===== src/rtl/me_blt_ctl_pkg.sv =====
// Shared game constants and the player FSM encoding.
// The collision controller imports the same package, so both blocks agree on these values.
package me_blt_ctl_pkg;
   localparam int NBLT    = 13;
   localparam int COORD_W = 9;
   localparam int IDX_W   = 4;
   localparam int ME_W    = 35;
   localparam int ME_H    = 35;
   localparam int BLT_W   = 15;
   localparam int BLT_H   = 15;

   typedef enum logic [1:0] {
      ST_ALIVE    = 2'd0,
      ST_COOLDOWN = 2'd1,
      ST_DEAD     = 2'd2
   } me_state_e;

   function automatic logic [IDX_W-1:0] popcount(input logic [NBLT-1:0] v);
      logic [IDX_W-1:0] c;
      c = '0;
      for (int i = 0; i < NBLT; i++) c = c + IDX_W'(v[i]);
      return c;
   endfunction
endpackage


===== src/rtl/me_blt_ctl_slot_alloc.sv =====
// Lowest-index free-slot priority encoder for the bullet pool.
module blt_slot_alloc
   import me_blt_ctl_pkg::*;
(
   input  logic [NBLT-1:0]  free,
   output logic [IDX_W-1:0] idx,
   output logic             any_free
);
   always_comb begin
      idx      = '0;
      any_free = |free;
      for (int j = NBLT - 1; j >= 0; j--) begin
         if (free[j]) idx = IDX_W'(j);
      end
   end
endmodule


===== src/rtl/me_blt_ctl.sv =====
// Player bullet pool: spawns on fire, moves bullets up on the game tick,
// retires bullets on elimination or when they leave the top edge, and gates fire rate.
//
//   state       | meaning
//   ST_ALIVE    | firing allowed
//   ST_COOLDOWN | shot just taken, waiting out the cooldown ticks
//   ST_DEAD     | player hit, firing disabled for the dead ticks
module me_blt_ctl
   import me_blt_ctl_pkg::*;
#(
   parameter int STEP_DIV       = 250000,
   parameter int SPEED          = 4,
   parameter int COOLDOWN_TICKS = 8,
   parameter int DEAD_TICKS     = 50,
   parameter int SPAWN_DX       = 10,
   parameter int BLT_H          = me_blt_ctl_pkg::BLT_H
) (
   input  logic                      clk_main,
   input  logic                      rst,
   input  logic                      fire,
   input  logic [COORD_W-1:0]        me_x,
   input  logic [COORD_W-1:0]        me_y,
   input  logic [NBLT-1:0]           eli_me_blt,
   input  logic                      eli_me,
   output logic [NBLT*COORD_W-1:0]   me_blt_x,
   output logic [NBLT*COORD_W-1:0]   me_blt_y,
   output logic [NBLT-1:0]           me_blt_vi,
   output logic                      fire_ack,
   output logic [IDX_W-1:0]          blt_count
);
   localparam int TICK_W  = $clog2(STEP_DIV);
   localparam int TMR_MAX = (COOLDOWN_TICKS > DEAD_TICKS) ? COOLDOWN_TICKS : DEAD_TICKS;
   localparam int TMR_W   = (TMR_MAX < 1) ? 1 : $clog2(TMR_MAX + 1);

   logic [TICK_W-1:0]  tick_cnt;
   logic               tick;
   me_state_e          state, state_nxt;
   logic [TMR_W-1:0]   cd_cnt, cd_nxt, dead_cnt, dead_nxt;
   logic               shot_ok;
   logic [NBLT-1:0]    free;
   logic [IDX_W-1:0]   spawn_idx;
   logic               any_free;
   logic [NBLT-1:0]    vi_nxt;
   logic [COORD_W-1:0] blt_x [NBLT];
   logic [COORD_W-1:0] blt_y [NBLT];
   logic [COORD_W-1:0] x_nxt [NBLT];
   logic [COORD_W-1:0] y_nxt [NBLT];

   assign tick = (tick_cnt == TICK_W'(STEP_DIV - 1));

   always_ff @(posedge clk_main) begin
      if (!rst)      tick_cnt <= '0;
      else if (tick) tick_cnt <= '0;
      else           tick_cnt <= tick_cnt + TICK_W'(1);
   end

   // A slot still under an elimination pulse is not free, so it cannot be respawned mid-pulse.
   assign free = ~me_blt_vi & ~eli_me_blt;

   blt_slot_alloc u_alloc (
      .free     (free),
      .idx      (spawn_idx),
      .any_free (any_free)
   );

   always_ff @(posedge clk_main) begin
      if (!rst) begin
         state    <= ST_ALIVE;
         cd_cnt   <= '0;
         dead_cnt <= '0;
      end else begin
         state    <= state_nxt;
         cd_cnt   <= cd_nxt;
         dead_cnt <= dead_nxt;
      end
   end

   // Cooldown idles one tick at zero so held fire repeats every COOLDOWN_TICKS+1 ticks;
   // dead time leaves on the tick that counts it down to zero.
   always_comb begin
      state_nxt = state;
      cd_nxt    = cd_cnt;
      dead_nxt  = dead_cnt;
      if (eli_me) begin
         state_nxt = ST_DEAD;
         dead_nxt  = TMR_W'(DEAD_TICKS);
      end else begin
         case (state)
            ST_ALIVE: begin
               if (shot_ok) begin
                  state_nxt = ST_COOLDOWN;
                  cd_nxt    = TMR_W'(COOLDOWN_TICKS);
               end
            end
            ST_COOLDOWN: begin
               if (tick) begin
                  if (cd_cnt == '0) state_nxt = ST_ALIVE;
                  else              cd_nxt    = cd_cnt - TMR_W'(1);
               end
            end
            ST_DEAD: begin
               if (tick) begin
                  if (dead_cnt <= TMR_W'(1)) begin
                     state_nxt = ST_ALIVE;
                     dead_nxt  = '0;
                  end else begin
                     dead_nxt  = dead_cnt - TMR_W'(1);
                  end
               end
            end
            default: state_nxt = ST_ALIVE;
         endcase
      end
   end

   always_comb begin
      shot_ok = (state == ST_ALIVE) && fire && !eli_me && any_free &&
                (me_y >= COORD_W'(BLT_H));
   end

   always_comb begin
      vi_nxt = me_blt_vi;
      x_nxt  = blt_x;
      y_nxt  = blt_y;
      for (int j = 0; j < NBLT; j++) begin
         if (eli_me_blt[j]) begin
            vi_nxt[j] = 1'b0;
         end else if (tick && me_blt_vi[j]) begin
            if (blt_y[j] < COORD_W'(SPEED)) vi_nxt[j] = 1'b0;
            else                            y_nxt[j]  = blt_y[j] - COORD_W'(SPEED);
         end
         if (shot_ok && (spawn_idx == IDX_W'(j))) begin
            vi_nxt[j] = 1'b1;
            x_nxt[j]  = me_x + COORD_W'(SPAWN_DX);
            y_nxt[j]  = me_y - COORD_W'(BLT_H);
         end
      end
   end

   always_ff @(posedge clk_main) begin
      if (!rst) begin
         me_blt_vi <= '0;
         fire_ack  <= 1'b0;
         blt_count <= '0;
         for (int j = 0; j < NBLT; j++) begin
            blt_x[j] <= '0;
            blt_y[j] <= '0;
         end
      end else begin
         me_blt_vi <= vi_nxt;
         fire_ack  <= shot_ok;
         blt_count <= popcount(vi_nxt);
         blt_x     <= x_nxt;
         blt_y     <= y_nxt;
      end
   end

   for (genvar g = 0; g < NBLT; g++) begin : g_pack
      assign me_blt_x[g*COORD_W +: COORD_W] = blt_x[g];
      assign me_blt_y[g*COORD_W +: COORD_W] = blt_y[g];
   end
endmodule


===== config.mk =====
export PLATFORM = sky130hd
export DESIGN_NAME = me_blt_ctl
export DESIGN_NICKNAME = d
export VERILOG_FILES = /design/src/rtl/me_blt_ctl_pkg.sv /design/src/rtl/me_blt_ctl_slot_alloc.sv /design/src/rtl/me_blt_ctl.sv
export SDC_FILE = /design/constraint.sdc
export NUM_CORES = 1
export LEC_CHECK = 0
export ABC_CLOCK_PERIOD_IN_PS = 6800
export CAP_MARGIN = 40
export CORE_ASPECT_RATIO = 1.2
export CORE_MARGIN = 1
export CORE_UTILIZATION = 47
export CTS_CLUSTER_SIZE = 12
export DETAILED_ROUTE_END_ITERATION = 10
export DONT_BUFFER_PORTS = 1
export SLEW_MARGIN = 20
export SYNTH_ARGS = -nofsm -noshare
export SYNTH_HDL_FRONTEND = slang
export SYNTH_SLANG_ARGS = --single-unit

===== constraint.sdc =====
create_clock -name clk_main -period 6.8 [get_ports clk_main]
set_input_delay 0.34 -clock clk_main [delete_from_list [all_inputs] [get_ports clk_main]]
set_output_delay 0.34 -clock clk_main [all_outputs]
set_load 0.02 [all_outputs]

==> results.py <==
metrics = {
    "setup_path": {
        "crit_buf_inv": 3,
        "crit_chain": "nor2_1 -> o31a_1 -> o21ai_0 -> nand3_1 -> nor2_1 -> buf_4 -> or2_1 -> fa_1 -> fa_1 -> fa_1 -> inv_1 -> fa_1 -> inv_1 -> fa_1 -> fa_1 -> xnor2_1 -> nor2_1",
        "end_kind": "flop",
        "cpMostUsedCell": "fa_1",
        "worstPathArrival_ns": 6.26,
        "crit_family": "adder cells",
        "cpPeakStageDelay_ns": 0.55,
        "critPathSlowestCell": "dfxtp_1",
        "required_ns": 7.24,
        "crit_fanout": 12,
        "worstSetupStartpointType": "flop",
        "critical_path_class": "flop to flop",
    },
    "timing": {
        "slew_headroom_pct": 39.2,
        "final-max-slew-violation-count": 0,
        "rsz0062_at_grt": "false",
        "tns_ns": 0,
        "clock.fmax_ghz": 0.172,
        "min_period_over_period_pct": 85.6,
        "fin_crit_ns": 5.82,
        "worstMarginPinSlew_ns": 0.903,
        "finalSetupViolCount": 0,
        "hold_ws_ns": 0.0180,
        "finalClockSkew_ns": 0.0105,
        "hold_viol": 0,
    },
    "synth": {
        "async_flop_share_pct": 0,
        "synth_area_leader_cell": "dfxtp_1",
        "synth.top_cell.area_share_pct": 43.1,
        "netlist-cell-type-count": 71,
        "netlist_area_sq_mm": 0.0132,
        "synth_edf_count": 0,
        "synth_warnings": 0,
        "ys_ff_latch": 284,
        "synth_ff_type": "dfxtp_1",
        "ys_seq_area_share_pct": 43.1,
        "synthesis.nets": 1658,
        "synth_cells": 1592,
        "avgSynthCellArea_sq_um": 8.28,
        "synth.area.top_cells": "dfxtp_1, a21oi_1, nand2_1, a211oi_1, nor2_1",
    },
    "placed_design": {
        "hpwlAfterDp_um": 31100,
        "gp_congestion": 0.927,
        "portBuffers": 0,
        "dpl_cell_area_sq_mm": 0.0138,
    },
    "clocking": {
        "cts.clk_slew.worst_paths_ns": 0.06,
        "clkLatencyLatePin_ns": 0.56,
        "postCtsResizedCells": 0,
        "cts_sinks": 284,
        "cts_buffers": 30,
        "cts_htree_levels": 1,
        "cts_max_path_buffers": 3,
        "cts_tree": "yes",
        "post_cts_buffers": 0,
        "clockRootBuffer": "clkbuf_16",
    },
    "die": {
        "fp-row-count": 66,
        "dieHeight_um": 186,
        "pin_count": 287,
        "start_util_pct": 48.3,
        "core_sq_mm": 0.0273,
        "die_w_um": 155,
        "dieArea_sq_mm": 0.0287,
    },
    "power_and_ir_drop": {
        "power.leakage_uw": 0.00512,
        "finalPower_uw": 3600,
        "ir_drop_mv": 0.202,
        "powerDensity_mw_per_mm2": 243,
    },
    "cells_and_area": {
        "layout_commonest_cell": "dfxtp_1",
        "antenna_cells": 0,
        "drive_gt1_share_pct": 8.10,
        "nFillCells": 2550,
        "layout_common_cells": "dfxtp_1, nand2_1, a21oi_1",
        "layout.nets": 1642,
        "syn_to_final_growth_pct": 12.5,
        "multiInputGateArea_sq_mm": 0.00705,
        "finish.utilization_pct": 54.3,
        "register_area_sq_mm": 0.00569,
        "fin_area_sq_mm": 0.0148,
    },
    "route": {
        "wl_per_cell_um": 22.4,
        "first_pass_iters": 5,
        "viasPerCell": 5.96,
        "drt_iter0_markers": 647,
        "ant_nets": 0,
        "drt_wl_total_um": 44100,
        "dr_total_vias": 11700,
        "drc": 0,
    },
    "grt": {
        "grt_first_pass_wirelength_um": 66400,
        "grt_max_degree": 90,
        "grt_pass1_vias": 11200,
        "antenna_found_initial": 1,
        "grt_overflow_total": 0,
        "grt.total_usage_pct": 30.1,
    },
    "min_path": {
        "hp-class": "input port to flop",
    },
    "flow_run": {
        "maxCapViolations": 0,
    },
    "status": {
        "status": "completed",
    },
}
## path summary, 6_finish.rpt
path / from / end / slack, ns / cells after the start
worst max register to register: me_blt_vi[10] / blt_count[2] / 0.98 / 17
worst min-delay path: rst / me_blt_y[21] / 0.02 / 2
worst max-delay path: me_blt_vi[10] / blt_count[2] / 0.98 / 17
worst min register to register: tick_cnt[0] / tick_cnt[0] / 0.45 / 1
## per-stage QoR
| step | cells | setup WS (ns) |
|---|---|---|
| finish | 1967 | 0.977 |
| global route | 1967 | 0.679 |
| CTS | 1967 | 0.929 |
| detailed placement | 1912 | 0.941 |
| global placement | 1902 | 1.14 |
| floorplan | 1592 | 1.17 |
## power by group
group	internal [uW]	switching, uW
combinational	69.6	172
sequential	1680	33.8
clock	974	671
## sequential cells by signal, summed over array words and instances, names as in the netlist
signal     flops
me_blt_vi     13
dead_cnt       6
tick_cnt      18
fire_ack       1
cd_cnt         6
me_blt_y     117
state          2
me_blt_x     117
blt_count      4
## cells in the mapped netlist, drive strengths merged (3+ instances only)
cell and n:
dfxtp 284, and3b 4, mux2i 9, o211a 5, xnor2 55, a211oi 87
nand2b 20, ha 23, o31ai 15, or4 19, nand2 189, and4 4
a31oi 14, nor4 23, xor2 45, inv 51, nor3 40, and2 8
nor2 148, nor2b 8, nand3b 3, o311ai 3, or3 26, a21oi 169
a21o 3, or2 13, o211ai 12, o21a 5, o22a 5, o21ai 70
nand3 51, a21boi 3, nand4 17, fa 8, o22ai 6, and3 10
clkbuf 97, a41oi 3, o31a 3, o41ai 3, buf 5
## per-layer routing
metal / share of wire [%] / track usage, %
met4: 3.1 / 11.0
met3: 10 / 10.6
met5: 0 / 0
met2: 48 / 52.2
met1: 38 / 33.9
## repair_timing
item	CTS	global route
setup endpoints to repair	0	0
hold endpoints to repair	109	0
hold buffers	6	0
## cell type report
type / instances / area share (%)
multi-input combinational: 1155 / 47.5
sequential: 284 / 38.3
clock buffer: 44 / 5.76
timing repair buffer: 54 / 3.21
tap: 374 / 3.15
inverter: 51 / 1.32
clock inverter: 5 / 0.717
## cells by family (layout without fill, tap and decap cells)
group                    Yosys count  after routing  share of synthesized area (%)
AND/OR/NAND/NOR                  591            591                           21.8
AO/OA/AOI/OAI                    424            424                           19.9
flip-flops                       284            284                           43.1
buffers and inverters            153            154                           4.42
XOR/XNOR                         100            100                           6.64
adder cells (fa/ha/maj)           31             31                           3.40
multiplexers                       9              9                          0.683
## worst reg2reg max path, cell delays in order, from the launching register on
cell and delay, ns:
dfxtp_1 0.55, nor2_1 0.13, o31a_1 0.28, o21ai_0 0.51, nand3_1 0.55, nor2_1 0.22, buf_4 0.21, or2_1 0.18
fa_1 0.42, fa_1 0.47, fa_1 0.51, inv_1 0.05, fa_1 0.50, inv_1 0.06, fa_1 0.45, fa_1 0.40
xnor2_1 0.16, nor2_1 0.06
Power figures use the tool's default switching activity.
